[src/rtl/if_fetch_sequencer.sv]
// IF-stage control sequencer: PC/nPC/IF-ID load enables, next-address mux select and IF/ID clear.
// Optional performance counters are built when IF_SEQ_PERF_EN is defined.
module if_fetch_sequencer #(
    parameter int unsigned BOOT_CYCLES = 2,
    parameter int unsigned CNT_W       = 16
) (
    input  logic             clk,
    input  logic             R,
    input  logic             hz_stall,
    input  logic             id_branch,
    input  logic             id_cond_true,
    input  logic             id_always,
    input  logic             id_annul,
    input  logic             ex_jmpl,
`ifdef IF_SEQ_PERF_EN
    input  logic             cnt_clr,
    output logic [CNT_W-1:0] stall_cnt,
    output logic [CNT_W-1:0] annul_cnt,
    output logic [CNT_W-1:0] redir_cnt,
`endif
    output logic             pc_le,
    output logic             npc_le,
    output logic             ifid_le,
    output logic             ch_clear,
    output logic [1:0]       if_sel,
    output logic [1:0]       seq_state
);

    localparam int unsigned BOOT_W = 4;

    localparam logic [1:0] ST_BOOT  = 2'b00;
    localparam logic [1:0] ST_RUN   = 2'b01;
    localparam logic [1:0] ST_STALL = 2'b10;
    localparam logic [1:0] ST_JPEND = 2'b11;

    localparam logic [1:0] SEL_NPC = 2'b00;
    localparam logic [1:0] SEL_TA  = 2'b01;
    localparam logic [1:0] SEL_ALU = 2'b10;

    localparam logic [BOOT_W-1:0] BOOT_INIT = BOOT_W'(BOOT_CYCLES);

    if (BOOT_CYCLES < 1 || BOOT_CYCLES > 15 || CNT_W < 1) begin : g_param_chk
        $error("if_fetch_sequencer: BOOT_CYCLES must be 1..15 and CNT_W >= 1");
    end

    logic [1:0]        r_state;
    logic [BOOT_W-1:0] r_boot_cnt;
    logic              r_jpend;

    logic [1:0]        w_state_nxt;
    logic [BOOT_W-1:0] w_boot_nxt;
    logic              w_jpend_nxt;
    logic              w_le;
    logic              w_ch_clear;
    logic [1:0]        w_if_sel;

    // State, boot counter and deferred-JMPL flag
    always_ff @(posedge clk or negedge R) begin
        if (!R) begin
            r_state    <= ST_BOOT;
            r_boot_cnt <= BOOT_INIT;
            r_jpend    <= 1'b0;
        end else begin
            r_state    <= w_state_nxt;
            r_boot_cnt <= w_boot_nxt;
            r_jpend    <= w_jpend_nxt;
        end
    end

    // Next state and combinational fetch controls
    always_comb begin
        w_state_nxt = r_state;
        w_boot_nxt  = r_boot_cnt;
        w_jpend_nxt = r_jpend;
        w_le        = 1'b0;
        w_ch_clear  = 1'b0;
        w_if_sel    = SEL_NPC;
        case (r_state)
            ST_BOOT: begin
                w_ch_clear = 1'b1;
                if (r_boot_cnt <= BOOT_W'(1)) begin
                    w_state_nxt = ST_RUN;
                end else begin
                    w_boot_nxt = r_boot_cnt - BOOT_W'(1);
                end
            end
            ST_RUN, ST_STALL: begin
                if (ex_jmpl && !hz_stall) begin
                    // delay slot of the JMPL executes; any ID branch is in its shadow
                    w_le        = 1'b1;
                    w_if_sel    = SEL_ALU;
                    w_state_nxt = ST_RUN;
                end else if (ex_jmpl) begin
                    w_jpend_nxt = 1'b1;
                    w_state_nxt = ST_JPEND;
                end else if (hz_stall) begin
                    w_state_nxt = ST_STALL;
                end else begin
                    w_le        = 1'b1;
                    w_state_nxt = ST_RUN;
                    if (id_branch) begin
                        if (id_cond_true) w_if_sel = SEL_TA;
                        w_ch_clear = id_annul && (!id_cond_true || id_always);
                    end
                end
            end
            ST_JPEND: begin
                if (!hz_stall) begin
                    w_le        = 1'b1;
                    if (r_jpend) w_if_sel = SEL_ALU;
                    w_jpend_nxt = 1'b0;
                    w_state_nxt = ST_RUN;
                end
            end
            default: w_state_nxt = ST_BOOT;
        endcase
    end

    assign pc_le     = w_le;
    assign npc_le    = w_le;
    assign ifid_le   = w_le;
    assign ch_clear  = w_ch_clear;
    assign if_sel    = w_if_sel;
    assign seq_state = r_state;

`ifdef IF_SEQ_PERF_EN
    logic [CNT_W-1:0] r_stall_cnt;
    logic [CNT_W-1:0] r_annul_cnt;
    logic [CNT_W-1:0] r_redir_cnt;
    logic             w_active;

    assign w_active = (r_state != ST_BOOT);

    // Saturating event counters; clear beats increment
    always_ff @(posedge clk or negedge R) begin
        if (!R) begin
            r_stall_cnt <= '0;
            r_annul_cnt <= '0;
            r_redir_cnt <= '0;
        end else if (cnt_clr) begin
            r_stall_cnt <= '0;
            r_annul_cnt <= '0;
            r_redir_cnt <= '0;
        end else begin
            if (w_active && hz_stall && (r_stall_cnt != '1))
                r_stall_cnt <= r_stall_cnt + CNT_W'(1);
            if (w_active && w_ch_clear && (r_annul_cnt != '1))
                r_annul_cnt <= r_annul_cnt + CNT_W'(1);
            if ((w_if_sel != SEL_NPC) && (r_redir_cnt != '1))
                r_redir_cnt <= r_redir_cnt + CNT_W'(1);
        end
    end

    assign stall_cnt = r_stall_cnt;
    assign annul_cnt = r_annul_cnt;
    assign redir_cnt = r_redir_cnt;
`endif

endmodule

[config.mk]
export PLATFORM = sky130hd
export DESIGN_NAME = if_fetch_sequencer
export DESIGN_NICKNAME = d
export VERILOG_FILES = /design/src/rtl/if_fetch_sequencer.sv
export SDC_FILE = /design/constraint.sdc
export NUM_CORES = 1
export LEC_CHECK = 0
export BUFFER_PORTS_ARGS = -buffer_cell sky130_fd_sc_hd__clkbuf_2
export CAP_MARGIN = 40
export CORE_AREA = 5 5 42 44
export DETAILED_ROUTE_END_ITERATION = 12
export DIE_AREA = 0 0 47 49
export GPL_TIMING_DRIVEN = 1
export PLACE_DENSITY = 0.67
export SLEW_MARGIN = 20
export SYNTH_ARGS = -nofsm -noshare
export SYNTH_HDL_FRONTEND = slang
export SYNTH_SLANG_ARGS = --single-unit
[constraint.sdc]
create_clock -name clk -period 2.1 [get_ports clk]
set_input_delay 0.21 -clock clk [delete_from_list [all_inputs] [get_ports clk]]
set_output_delay 0.21 -clock clk [all_outputs]
set_load 0.01 [all_outputs]
==> results of run 1 <==
routing by layer:
metal  vias up  global-route usage (%)
li1        203                       -
met1       186                   11.91
met2        15                   11.09
met3         2                   2.214
met4         0                   4.608
met5         -                       0
cells in the final DEF (no fill, tap or decap):
cell and count:
dfstp_2 1, nor4bb_1 1, and3b_1 1, dlygate4sd3_1 1
nor3_1 2, a21boi_0 1, and4bb_1 1, xnor2_1 1
clkbuf_2 15, a41o_1 1, a31oi_1 1, nand2_1 5
a21oi_1 3, nor4b_2 1, ha_1 4, a22oi_1 1
o21ai_0 1, clkbuf_4 3, o31ai_1 2, dfrtp_1 6
nand2b_1 2, o21ai_1 1, inv_1 5, nor2_1 3
clkinv_2 1, mux2i_1 1, o31ai_4 1
worst paths after layout:
check                         startpoint            end  slack, ns  depth (start not counted)
min in group asynchronous              R  r_boot_cnt[2]       0.32                          2
max reg2reg                r_boot_cnt[0]   seq_state[1]       0.56                          6
min                              ex_jmpl   seq_state[0]       0.31                          3
max                         seq_state[0]       ch_clear       0.23                          6
min reg2reg                r_boot_cnt[1]  r_boot_cnt[1]       0.49                          2
max in group asynchronous              R  r_boot_cnt[1]       1.54                          2
power groups by stage:
stage	combinational (mW)	clock (mW)	sequential [mW]
final	0.271	0.123	0.172
after global placement	0.267	0	0.173
after global routing	0.302	0.140	0.174
after CTS	0.271	0.127	0.173
after floorplan	0.199	0	0.179
after detailed placement	0.268	0	0.175
flip-flops by register name, indices dropped and copies added (netlist names):
register and cells:
r_boot_cnt 4, seq_state 2, r_jpend 1
area by class of cell:
| class | count | area (µm²) |
|---|---|---|
| sequential | 7 | 176.4 |
| tap | 16 | 20.02 |
| timing repair buffer | 16 | 85.08 |
| clock buffer | 3 | 22.52 |
| fill | 148 | 813.3 |
| multi-input combinational | 34 | 260.3 |
| clock inverter | 1 | 5.005 |
| inverter | 5 | 18.77 |
critical path: stages, from the launching register on:
cell,delay (ns)
dfrtp_1,0.39
inv_1,0.06
ha_1,0.37
and4bb_1,0.25
a31oi_1,0.16
nor2_1,0.05
clkbuf_2,0.13
what timing repair did:
item / CTS / global route
hold buffers: 1 / 0
gates resized for setup: 0 / 0
hold endpoints to repair: 6 / 0
cell families (layout without fill, tap and decap cells):
group,count (synthesis),in the layout,share of synthesized area [%]
buffers and inverters,8,25,8.156
DFF,7,7,37.11
xor gates and xnor gates,1,1,1.842
and+or+nand+nor,16,16,20.79
AOI/OAI and AO/OA,12,12,19.47
muxes,1,1,2.105
adders and majority gates,4,4,10.53
==> metrics.md, run 1 <==
| Metric | Value |
|---|---|
| Root buf cell | clkbuf_4 |
| Top_reg_cell synth | dfrtp_1 |
| Final instance area | 588.1 µm² |
| Max Cap Viol | 0 |
| Htree depth | 1 |
| P_sw | 0.2213 mW |
| Worst Tran Pin Value | 0.3461 ns |
| Die area | 0.002303 mm² |
| DP HPWL | 681.5 µm |
| Setup CP Type | register to output pin |
| Postcts setup bufs | 0 |
| Post-Syn Instances | 49 |
| Cell with the most instances after synthesis | dfrtp_1 |
| Via/cell ratio | 4.951 |
| Worst skew pair latency | 0.25 ns |
| Slew HR | 76.93% |
| I/O pin count | 16 |
| Largest net degree at the start of global routing | 10 |
| Synth area leaders | dfrtp_1 (32%), ha_1 (11%), dfstp_2 (5.5%), o31ai_4 (4.5%), inv_1 (3.9%) |
| WHS | 0.3118 ns |
| Net Count, Synth | 61 |
| Routed length on met1 | 436 µm |
| Nets | 79 |
| Ys Warns | 0 |
| Synthesis-stage register bit count | 7 |
| CTS buffer count | 3 |
| DRC viols | 0 |
| Max IR drop VDD | 0.5206 mV |
| Initial DRC Count | 12 |
| First-pass GRT wire length | 1407 µm |
| Int Power | 0.3446 mW |
| Netlist cell types | 25 |
| Comb pwr share | 47.9% |
| CP required | 1.89 ns |
| Total GRT Usage | 8.369% |
| Die X-Extent | 47 µm |
| Initial Utilization | 33.93% |
| Clk slew on worst S/H paths | 0.06 ns |
| Row count | 14 |
| Syn_area_per_cell | 9.703 µm² |
| EDFF count, synth | 0 |
| Minimum clock period | 1.873 ns |
| Core Util, Final | 41.96% |
| Synth-to-layout area growth | 23.68% |
| Timing-limited maximum frequency | 534.0 MHz |
| Static Leak | 0.2835 nW |
| Layout cells sized above 1 | 33.33% |
| Grt ovf | 0 |
| Post-Syn Area | 475.5 µm² |
| Post-Layout Cell Count | 82 |
| Slew Limit Fails | 0 |
| Max Root-Sink Buffers | 2 |
| Die Y | 49 µm |
| Outcome | complete, no violations |
| Post-synth top area share | 31.58% |
| Placer Congestion | 0.6738 |
| DR pass1 iterations | 4 |
| Ant. Diodes | 0 |
| Clock power share | 21.7% |
| Max FO, Critical Path | 7 |
| WL/cell | 11.10 µm |
| Power per cell area | 962.4 mW/mm² |
| Sequential fraction of the synthesis area | 37.11% |
| Dpl ws | 0.4931 ns |
| Worst Setup Slack, final | 0.2273 ns |
| Number of clock sinks | 7 |
| Vias in the first global route | 349 |
| Async set or reset register ratio after synthesis | 100.0% |
| Tot Pwr | 0.5659 mW |
| Final worst-path cycle share | 89.18% |
| Sum Neg Setup Slack | 0 ns |
| CTS tree | built |
| Crit path arrival time | 1.66 ns |
| Clock skew | 0.005397 ns |
| Final setup violation count | 0 |
| Via count | 406 |
| Antenna viol nets, final | 0 |
| Met2 WL | 372 µm |
| Wire length on met3 | 88 µm |
| Commonest cells post-synth | dfrtp_1 (6), inv_1 (5), nand2_1 (5) |
| Hold Crit Class | input pin to register |
| Critical Path End Type | output pin |
| Final Hold Vio Count | 0 |
| Initial antenna violation count | 0 |
| RSZ-0062 raised after global routing | no |
| Buffers added on ports | 15 |
| Proportion of power drawn by flip-flops and latches | 30.4% |
| Placed cell areas | 550.5 µm² |
| Setup crit start kind | register |
| Inst Count DP | 77 |
| Sw Ratio | 39.10% |
| Total Routed Length | 910 µm |
| Max Used Layer | met4 |
| Cell taking the most area after synthesis | dfrtp_1 |
| Core Area | 0.001401 mm² |
No activity file was read; power rests on OpenSTA's default activity.
==> inputs of run 2 (changes only) <==
==> constraint.sdc (replaced) <==
create_clock -name clk -period 2.1 [get_ports clk]
set_input_delay 0.42 -clock clk [delete_from_list [all_inputs] [get_ports clk]]
set_output_delay 0.42 -clock clk [all_outputs]
set_load 0.01 [all_outputs]
==> run 2 against run 1 <==
Net effect:
- fmax down 4.1%
- final cell count unchanged
- non-clock buffer count unchanged
- total power up 5.5%
- critical endpoint unchanged
- sequential share of layout area down 0.87 points
- sequential power about the same
==> metrics.md, run 2 (synthesis gave the netlist of run 1 again) <==
| Metric | Value |
|---|---|
| Setup crit start kind | register |
| CTS tree | built |
| Total GRT Usage | 8.009% |
| Outcome | complete, no violations |
| Placed cell areas | 550.5 µm² |
| Setup CP Type | register to output pin |
| Initial DRC Count | 7 |
| Synth-to-layout area growth | 27.37% |
| DP HPWL | 685.1 µm |
| Die X-Extent | 47 µm |
| M1 GR Usage | 10.99% |
| Initial antenna violation count | 0 |
| Power per cell area | 985.8 mW/mm² |
| Tot Pwr | 0.5970 mW |
| Slew Limit Fails | 0 |
| Worst Tran Pin Value | 0.3516 ns |
| Die area | 0.002303 mm² |
| RSZ-0062 raised after global routing | no |
| Buffers added on ports | 15 |
| Timing-limited maximum frequency | 512.2 MHz |
| Minimum clock period | 1.952 ns |
| Postcts setup bufs | 0 |
| CTS buffer count | 3 |
| CP required | 1.68 ns |
| DRC viols | 0 |
| Max reg flops | 4 |
| Static Leak | 0.2846 nW |
| Via/cell ratio | 4.854 |
| Sum Neg Setup Slack | 0 ns |
| Max Cap Viol | 0 |
| Core Area | 0.001401 mm² |
| Nets | 79 |
| Final instance area | 605.6 µm² |
| Biggest register | r_boot_cnt |
| Worst skew pair latency | 0.25 ns |
| Placer Congestion | 0.6719 |
| WL/cell | 10.40 µm |
| Worst Setup Slack, final | 0.1477 ns |
| Global-route met3 utilization | 2.214% |
| Dpl ws | 0.2995 ns |
| Root buf cell | clkbuf_4 |
| Row count | 14 |
| Number of clock sinks | 7 |
| Final Hold Vio Count | 0 |
| Antenna viol nets, final | 0 |
| Initial Utilization | 33.93% |
| DR pass1 iterations | 4 |
| Max FO, Critical Path | 7 |
| Fill cells | 141 |
| Multi-input logic area | 277.8 µm² |
| Clk slew on worst S/H paths | 0.06 ns |
| Total Routed Length | 853 µm |
| Final worst-path cycle share | 92.96% |
| Max Root-Sink Buffers | 2 |
| Crit path arrival time | 1.53 ns |
| Largest net degree at the start of global routing | 10 |
| I/O pin count | 16 |
| GR Util met2 | 11.09% |
| Core Util, Final | 43.21% |
| WHS | 0.4936 ns |
| Max IR drop VDD | 0.4848 mV |
| Inst Count DP | 77 |
| Layout cells sized above 1 | 36.36% |
| GR peak layer | met2 |
| Vias in the first global route | 346 |
| First-pass GRT wire length | 1359 µm |
| Most frequent cells in the layout | clkbuf_2 (15), dfrtp_1 (6), inv_1 (5), nand2_1 (5) |
| Hold Crit Class | register to register |
| Sequential cell area | 176.4 µm² |
| Commonest non-fill, non-tap cell in the layout | clkbuf_2 |
| Via count | 398 |
| Critical Path End Type | output pin |
| Slew HR | 76.56% |
| Die Y | 49 µm |
| Htree depth | 1 |
| Post-Layout Cell Count | 82 |
| Ant. Diodes | 0 |
| Grt ovf | 0 |
| Final setup violation count | 0 |
| Clock skew | 0.002128 ns |
run 2: cell counts in the layout (fill, tap and decap cells not counted):
No cell type changed its count.
run 2: worst paths after layout:
| kind | startpoint | end | slack, ns | cells past startpoint |
|---|---|---|---|---|
| min reg2reg | r_boot_cnt[1] | r_boot_cnt[1] | 0.49 | 2 |
| min in group asynchronous | R | r_boot_cnt[2] | 0.53 | 2 |
| max in group asynchronous | R | r_boot_cnt[1] | 1.33 | 2 |
| min | r_boot_cnt[1] | r_boot_cnt[1] | 0.49 | 2 |
| max reg2reg | r_boot_cnt[0] | seq_state[1] | 0.61 | 6 |
| max | seq_state[1] | ch_clear | 0.15 | 6 |
run 2: metal layers:
metal | routed length, µm | vias up
met5 | 0 | -
met2 | 344 | 15
met1 | 403 | 170
met3 | 89 | 2
met4 | 16 | 0
li1 | - | 211
run 2: power by group:
part	internal (mW)	switching [mW]	leakage, nW	total (mW)
logic	0.143	0.160	0.182	0.302
clock network	0.0697	0.0539	0.0177	0.124
registers	0.156	0.0147	0.0847	0.171
total	0.369	0.228	0.285	0.597
run 2: repair_timing:
action / in CTS / in global routing
setup endpoints to repair: 0 / 5
hold endpoints to repair: 6 / 0
hold buffers: 1 / 0
gates resized for setup: 0 / 3
run 2: layout make-up:
type | instances | share of cell area [%]
multi-input combinational | 34 | 45.87
timing repair buffer | 16 | 14.05
inverter | 5 | 3.099
clock inverter | 1 | 0.8264
sequential | 7 | 29.13
clock buffer | 3 | 3.719
tap | 16 | 3.306
run 2: worst max-delay path: stages (launching register included):
cell      delay (ns)
dfrtp_1         0.40
inv_1           0.12
ha_4            0.23
and4bb_1        0.21
a31oi_1         0.15
nor2_1          0.05
clkbuf_2        0.13
==> inputs of run 3 (changes only) <==
--- a/config.mk
+++ b/config.mk
@@ -7,11 +7,13 @@
 export LEC_CHECK = 0
 export BUFFER_PORTS_ARGS = -buffer_cell sky130_fd_sc_hd__clkbuf_2
 export CAP_MARGIN = 40
-export CORE_AREA = 5 5 42 44
+export CELL_PAD_IN_SITES_DETAIL_PLACEMENT = 1
+export CELL_PAD_IN_SITES_GLOBAL_PLACEMENT = 2
+export CORE_MARGIN = 5
+export CORE_UTILIZATION = 27
 export DETAILED_ROUTE_END_ITERATION = 12
-export DIE_AREA = 0 0 47 49
 export GPL_TIMING_DRIVEN = 1
-export PLACE_DENSITY = 0.67
+export PLACE_DENSITY = 0.8
 export SLEW_MARGIN = 20
 export SYNTH_ARGS = -nofsm -noshare
 export SYNTH_HDL_FRONTEND = slang
==> run 3 against run 2 <==
Net effect:
- largest cell class unchanged
- critical path depth unchanged
- first-iteration DRC count decreased by 43%
- final cell count increased by 11%
- critical endpoint unchanged
- total power decreased by 0.66%
- worst setup slack improved by 0.018 ns
- non-clock buffer count unchanged
- combinational power about the same
- sequential share of layout area decreased by 0.24 points
- fmax increased by 0.93%
==> metrics.md, run 3 (synthesis gave the netlist of run 1 again) <==
| Metric | Value |
|---|---|
| Buffers added on ports | 15 |
| CTS buffer count | 3 |
| Root buf cell | clkbuf_4 |
| Die area | 0.002700 mm² |
| Worst Path Buf+Inv | 2 |
| Final worst-path cycle share | 92.11% |
| Number of clock sinks | 7 |
| Largest net degree at the start of global routing | 10 |
| Max reg flops | 4 |
| Final setup violation count | 0 |
| Largest delay share family, worst path | flip-flops |
| Power per cell area | 971.3 mW/mm² |
| Nets | 79 |
| DR pass1 iterations | 2 |
| Setup crit start kind | register |
| Crit path cell chain | inv_2 > ha_4 > and4bb_1 > a31oi_1 > nor2_1 > clkbuf_2 |
| Clk slew on worst S/H paths | 0.05 ns |
| DP HPWL | 849.1 µm |
| Crit path arrival time | 1.51 ns |
| Grt ovf | 0 |
| Worst r2r dst | seq_state[1] |
| Static Leak | 0.2787 nW |
| I/O pin count | 16 |
| Critical Path End Type | output pin |
| R2R Setup Slk | 0.58 ns |
| Sum Neg Setup Slack | 0 ns |
| Slowest CP cell | dfrtp_1 |
| Worst Tran Pin Value | 0.3415 ns |
| Commonest non-fill, non-tap cell in the layout | clkbuf_2 |
| Total Routed Length | 1015 µm |
| Initial Utilization | 27.84% |
| Biggest register | r_boot_cnt |
| CP required | 1.68 ns |
| Htree depth | 1 |
| Most frequent cells in the layout | clkbuf_2 (15), dfrtp_1 (6), nand2_1 (5), inv_1 (4) |
| Critical Path End | ch_clear |
| Placed cell areas | 561.8 µm² |
| Via/cell ratio | 4.615 |
| Dpl ws | 0.2703 ns |
| CP Depth | 6 |
| Outcome | complete, no violations |
| Initial DRC Count | 4 |
| Max IR drop VDD | 0.3624 mV |
| Sequential cell area | 176.4 µm² |
| Slew Limit Fails | 0 |
| Via count | 420 |
| Worst Setup Slack, final | 0.1658 ns |
| Max Cap Viol | 0 |
| CTS tree | built |
| Placer Congestion | 0.6842 |
| R2R depth | 5 |
| Initial antenna violation count | 0 |
| First-pass GRT wire length | 1821 µm |
| Hold Crit Class | register to register |
| Antenna viol nets, final | 0 |
| Layout cells sized above 1 | 34.85% |
| Worst skew pair latency | 0.25 ns |
| Final instance area | 610.6 µm² |
| Die Y | 51.97 µm |
| Max FO, Critical Path | 7 |
| Core Area | 0.001708 mm² |
| DRC viols | 0 |
| Total GRT Usage | 9.211% |
| RSZ-0062 raised after global routing | no |
| Multi-input logic area | 272.8 µm² |
| Setup CP Type | register to output pin |
| WL/cell | 11.15 µm |
| Reg2Reg Launch Point | r_boot_cnt[1] |
| Timing-limited maximum frequency | 517.0 MHz |
| Die X-Extent | 51.97 µm |
| Vias in the first global route | 424 |
| CP Launch Point | seq_state[0] |
| Final Hold Vio Count | 0 |
| Crit path largest cell delay | 0.41 ns |
| Slew HR | 77.24% |
| Minimum clock period | 1.934 ns |
| Row count | 15 |
| Clock skew | 0.003279 ns |
| Synth-to-layout area growth | 28.42% |
| Ant. Diodes | 0 |
| Fill cells | 205 |
| Max Root-Sink Buffers | 2 |
==> run 3: cell count changes in the layout (fill, tap and decap cells not counted), sizes merged <==
cell,delta
clkbuf,+1
clkinv,-1
==> run 3: layout make-up <==
cell class / count / share of cell area (%)
Tap cell: 25 / 5.123
Multi-Input combinational cell: 34 / 44.67
Clock buffer: 4 / 4.303
Inverter: 5 / 3.074
Sequential cell: 7 / 28.89
Timing Repair Buffer: 16 / 13.93
==> run 3: worst min-delay path by stage <==
stage	startpoint	to	cells past startpoint
finish	r_jpend	r_jpend	2
CTS	r_jpend	r_jpend	2
global placement	R	r_boot_cnt[3]	1
floorplan	R	r_boot_cnt[0]	0
detailed placement	R	r_boot_cnt[2]	1
global route	r_boot_cnt[1]	r_boot_cnt[1]	2
==> run 3: repair_timing <==
action	CTS	global route
hold buffers	1	0
setup endpoints to repair	1	1
buffers inserted	0	0
pin swaps	0	1
resized for setup	1	1
endpoints found under the hold margin	6	0
==> run 3: where the power goes <==
part	total (mW)	internal, mW	switching [mW]	leakage [nW]
Clock	0.119	0.0723	0.0463	0.0150
Sequential	0.173	0.157	0.0161	0.0847
Combinational	0.302	0.141	0.161	0.179
Total	0.593	0.370	0.223	0.279
==> run 3: routing by layer <==
metal  vias up  routed length (µm)  GRT usage (%)
met3         0                 106          3.725
met1       197                 433          9.930
met2        15                 475          15.06
li1        208                   -              -
met5         -                   0              0
met4         0                   0          5.240
==> run 3: through the flow <==
stage	instances	utilization [%]	hold slack (ns)	power, mW
after global placement	86	32.89	0.2662	0.4491
after floorplan	49	-	0.1244	0.3780
after CTS	91	35.75	0.5011	0.6088
after global routing	91	35.75	0.5277	0.6582
final	91	35.75	0.4944	0.5930
after detailed placement	86	32.89	0.2700	0.4529
==> run 3: worst reg2reg max path, stage by stage (launching register included) <==
cell	delay, ns
dfstp_2	0.55
inv_1	0.06
ha_1	0.19
nor2_1	0.23
o31ai_4	0.12
a41o_1	0.26
